===== src/rtl/ili_spi_tx.sv =====
// ILI9341 SPI word transmitter: mode-0 serialiser with chip select and D/CX
// handling for one DW-bit word per request.
module ili_spi_tx #(
  parameter int unsigned DW      = 8,
  parameter int unsigned CLK_DIV = 2
) (
  input  logic          clk,
  input  logic          rst,
  input  logic          send,
  input  logic [DW-1:0] data,
  input  logic          dc_in,
  output logic          busy,
  output logic          done,
  output logic          cs,
  output logic          dc,
  output logic          sclk,
  output logic          mosi
);

  // Half-period counter covers CLK_DIV up to 255; bit counter covers DW up to 16.
  localparam int unsigned CW = 8;
  localparam int unsigned BW = 5;
  localparam logic [CW-1:0] CNT_LAST = CW'(CLK_DIV - 1);
  localparam logic [BW-1:0] BIT_LAST = BW'(DW - 1);

  typedef enum logic [2:0] {
    ST_IDLE,
    ST_SETUP,
    ST_SCK_HI,
    ST_SCK_LO,
    ST_HOLD,
    ST_DONE
  } state_t;

  state_t        state_q, state_d;
  logic [CW-1:0] cnt_q, cnt_d;
  logic [BW-1:0] bit_q, bit_d;
  logic [DW-1:0] shreg_q, shreg_d;
  logic          cs_q, cs_d;
  logic          dc_q, dc_d;
  logic          sclk_q, sclk_d;
  logic          mosi_q, mosi_d;
  logic          busy_q, busy_d;
  logic          done_q, done_d;

  logic          phase_end;
  logic [DW-1:0] shreg_shl;

  assign phase_end = (cnt_q == CNT_LAST);
  assign shreg_shl = shreg_q << 1;

  // Next-state and next-output logic; outputs are computed one cycle ahead
  // so every pin comes straight from a flop.
  always_comb begin
    state_d = state_q;
    cnt_d   = cnt_q;
    bit_d   = bit_q;
    shreg_d = shreg_q;
    cs_d    = cs_q;
    dc_d    = dc_q;
    sclk_d  = sclk_q;
    mosi_d  = mosi_q;
    busy_d  = busy_q;
    done_d  = 1'b0;

    case (state_q)
      ST_IDLE: begin
        cs_d   = 1'b1;
        sclk_d = 1'b0;
        busy_d = 1'b0;
        if (send) begin
          state_d = ST_SETUP;
          shreg_d = data;
          cnt_d   = '0;
          bit_d   = '0;
          cs_d    = 1'b0;
          dc_d    = dc_in;
          mosi_d  = data[DW-1];
          busy_d  = 1'b1;
        end
      end

      ST_SETUP: begin
        if (phase_end) begin
          cnt_d   = '0;
          sclk_d  = 1'b1;
          state_d = ST_SCK_HI;
        end else begin
          cnt_d = cnt_q + CW'(1);
        end
      end

      ST_SCK_HI: begin
        if (phase_end) begin
          cnt_d  = '0;
          sclk_d = 1'b0;
          if (bit_q == BIT_LAST) begin
            state_d = ST_HOLD;
          end else begin
            // Next bit goes out together with the falling sclk edge.
            state_d = ST_SCK_LO;
            bit_d   = bit_q + BW'(1);
            shreg_d = shreg_shl;
            mosi_d  = shreg_shl[DW-1];
          end
        end else begin
          cnt_d = cnt_q + CW'(1);
        end
      end

      ST_SCK_LO: begin
        if (phase_end) begin
          cnt_d   = '0;
          sclk_d  = 1'b1;
          state_d = ST_SCK_HI;
        end else begin
          cnt_d = cnt_q + CW'(1);
        end
      end

      ST_HOLD: begin
        if (phase_end) begin
          cnt_d   = '0;
          cs_d    = 1'b1;
          done_d  = 1'b1;
          state_d = ST_DONE;
        end else begin
          cnt_d = cnt_q + CW'(1);
        end
      end

      ST_DONE: begin
        busy_d  = 1'b0;
        state_d = ST_IDLE;
      end

      default: begin
        state_d = ST_IDLE;
      end
    endcase
  end

  // State, counter and output registers with synchronous reset.
  always_ff @(posedge clk) begin
    if (rst) begin
      state_q <= ST_IDLE;
      cnt_q   <= '0;
      bit_q   <= '0;
      shreg_q <= '0;
      cs_q    <= 1'b1;
      dc_q    <= 1'b1;
      sclk_q  <= 1'b0;
      mosi_q  <= 1'b0;
      busy_q  <= 1'b0;
      done_q  <= 1'b0;
    end else begin
      state_q <= state_d;
      cnt_q   <= cnt_d;
      bit_q   <= bit_d;
      shreg_q <= shreg_d;
      cs_q    <= cs_d;
      dc_q    <= dc_d;
      sclk_q  <= sclk_d;
      mosi_q  <= mosi_d;
      busy_q  <= busy_d;
      done_q  <= done_d;
    end
  end

  assign busy = busy_q;
  assign done = done_q;
  assign cs   = cs_q;
  assign dc   = dc_q;
  assign sclk = sclk_q;
  assign mosi = mosi_q;

endmodule


===== config.mk =====
export PLATFORM = sky130hd
export DESIGN_NAME = ili_spi_tx
export DESIGN_NICKNAME = d
export VERILOG_FILES = /design/src/rtl/ili_spi_tx.sv
export SDC_FILE = /design/constraint.sdc
export NUM_CORES = 1
export LEC_CHECK = 0
export ABC_AREA = 1
export CAP_MARGIN = 5
export CORE_UTILIZATION = 40
export CTS_CLUSTER_DIAMETER = 50
export DETAILED_ROUTE_END_ITERATION = 16
export PLACE_DENSITY_LB_ADDON = 0.12
export SYNTH_ARGS = -nofsm -noshare
export SYNTH_HDL_FRONTEND = slang
export SYNTH_SLANG_ARGS = --single-unit

===== constraint.sdc =====
create_clock -name clk -period 1.9 [get_ports clk]
set_clock_uncertainty 0.2 [all_clocks]
set_input_delay 0.475 -clock clk [delete_from_list [all_inputs] [get_ports clk]]
set_output_delay 0.475 -clock clk [all_outputs]
set_load 0.01 [all_outputs]

==> results.ini <==
[power_and_ir_drop]
ir_drop_mv = 0.739
power_uw = 2820
power.density_mw_per_mm2 = 1430
p_leak_uw = 0.000871

[timing]
tns_ps = 0
maxSlewHeadroom_pct = 79.7
finalHoldViolCount = 0
finalSetupViolCount = 0
rsz0062_at_grt = no
period_minus_slack_ps = 1810
drv_slew = 0
period_share_pct = 95.4
worstMarginPinSlew_ps = 304
fmaxAchievable_mhz = 552

[setup_path]
r2r_end = shreg_q[6]
start_kind = flip-flop
cp-end-kind = output port
reg2reg_from = bit_q[0]
r2r_cells = 10
crit_chain = clkdlybuf4s50_1
critPathKind = reg2out
critPathMaxFanout = 2
crit_family = buffers and inverters
cp.arrival_ps = 1140
slowest_delay_ps = 530
startpoint = busy
crit_cells = 1
worstSetupEndpoint = busy
ff2ff_setup_slack_ps = 190
slowest_stage = clkdlybuf4s50_1
crit_buf_inv = 1
critPathRequiredTime_ps = 1220

[drt]
vias = 1461
ant_nets = 0
wl_met1_mm = 1.71
met2_length_mm = 1.29
initialDrtViolationCount = 78
wire_per_inst_um = 9.72
drc_errors = 0
routed.top_layer = met4
drt-total-wl_mm = 3.13
first_pass_iters = 4
met3_wirelength_um = 92
viasPerCell = 4.54

[synth]
syn_nets = 259
synth_area_per_cell_um2 = 6.64
yosys_register_bits = 29
yosys_warnings = 0
synth_seq_area_share_pct = 35.9
synth_area_mm2 = 0.00162
netlist_instances = 244
synth_cell_type_count = 25

[global_route]
grt_pass1_wl_mm = 5.82
grt_pass1_vias = 1358
grt_usage_pct = 17.9
grt_start_max_net_pins = 20
antenna_found_initial = 0
grt-ovfl-total = 0

[cts]
cts_setup_buffers = 0
clkTransAtPathRegs_ps = 60
cts_buffer_depth = 2
cts-hold-fix-buffers = 0
numCtsBuffers = 5
cts_tree = yes
clock-sinks = 29
cts_root_buf = clkbuf_8
clk_latency_ps = 270
htreeDepth = 2

[floorplan]
die_x_um = 65.6
rows = 22
pin_count = 18
dieHeight_um = 65.6
die_area_mm2 = 0.00431
core-area_mm2 = 0.00377
start_util_pct = 42.9

[cells_and_area]
finalInstanceArea_mm2 = 0.00197
syn_to_final_growth_pct = 21.7
drive_gt1_share_pct = 16.8
fin_nets = 289
antenna_cells = 0
layout_common_cells = 57 x nand2_1, 42 x nor2_1, 29 x dfxtp_1, 25 x inv_1, 17 x clkdlybuf4s50_1
instances_no_fill = 322
final_common_cell = nand2_1

[placement]
dp_cells = 315
placed_cell_area_mm2 = 0.00188
hpwl_mm = 2.32
port_buffers = 17
gp_congestion = 0.799

[run]
max_cap_viol_count = 0

[worst_hold_path]
hold_class = reg2reg
hp-start = dc

[run_status]
status = completed

## report_power, final
| part | internal [uW] | switching (uW) |
|---|---|---|
| clock | 286 | 212 |
| sequential | 789 | 110 |
| combinational | 578 | 841 |
| total | 1650 | 1160 |
## registers in the layout, summed over array words and instances (netlist names)
| signal | flops |
|---|---|
| done | 1 |
| bit_q | 5 |
| state_q | 3 |
| busy | 1 |
| mosi | 1 |
| sclk | 1 |
| cs | 1 |
| cnt_q | 8 |
| dc | 1 |
| shreg_q | 7 |
## worst min-delay path by stage
stage	depth (start not counted)	slack, ps	end
global placement	2	250	dc
CTS	2	260	sclk
finish	2	260	dc
floorplan	2	260	cnt_q[6]
global route	2	290	sclk
detailed placement	2	250	dc
## layout make-up
| type | instances | area (um2) |
|---|---|---|
| Clock buffer | 7 | 86.3 |
| Inverter | 33 | 126 |
| Timing Repair Buffer | 29 | 260 |
| Multi-Input combinational cell | 176 | 857 |
| Sequential cell | 29 | 581 |
| Tap cell | 48 | 60.1 |
| Fill cell | 360 | 1800 |
## routing by layer
metal / GRT usage, % / up-vias
met2: 26.7 / 18
met5: 0 / -
li1: - / 812
met1: 24.0 / 626
met4: 6.52 / 0
met3: 5.21 / 5
## cell families (layout without fill, tap and decap cells)
kind of cell             after synthesis  in the layout  synth area share [%]
XOR/XNOR                               3              3                  1.62
adder cells (fa/ha/maj)                3              3                  2.32
AND/OR/NAND/NOR                      139            139                  38.8
AO/OA/AOI/OAI                         31             31                  10.0
buffers and inverters                 39             69                  11.4
flip-flops                            29             29                  35.9
## Yosys cell counts
cell	n	area share, %
nand3_4	1	1.1
nor2b_1	1	0.39
nand2_2	11	4.3
buf_6	4	2.8
o21ai_1	1	0.31
ha_1	3	2.3
xor2_1	3	1.6
nor2_2	1	0.39
inv_4	1	0.39
nor2_4	2	1.4
buf_2	1	0.31
dfxtp_1	29	36
nand4_1	2	0.77
a21oi_1	13	4.0
buf_4	1	0.46
nand2_1	58	13
inv_2	7	1.6
a21oi_2	2	1.1
nor3_1	3	0.93
inv_1	25	5.8
nand3_1	15	4.6
or2_1	1	0.39
nand2_4	2	1.4
nor2_1	42	9.7
o21ai_0	15	4.6
## stage by stage
stage	util, %	setup slack [ps]	hold slack [ps]
after floorplan	-	304	264
after global placement	49.9	10.4	255
after detailed placement	49.9	-8.59	251
after CTS	52.2	76.9	265
after global routing	52.3	5.35	289
final	52.3	88.2	261
## what timing repair did
action	in CTS	in global routing
hold endpoints to repair	0	0
resized for setup	0	1
setup endpoints to repair	0	4
No activity file was read; power rests on OpenSTA's default activity.
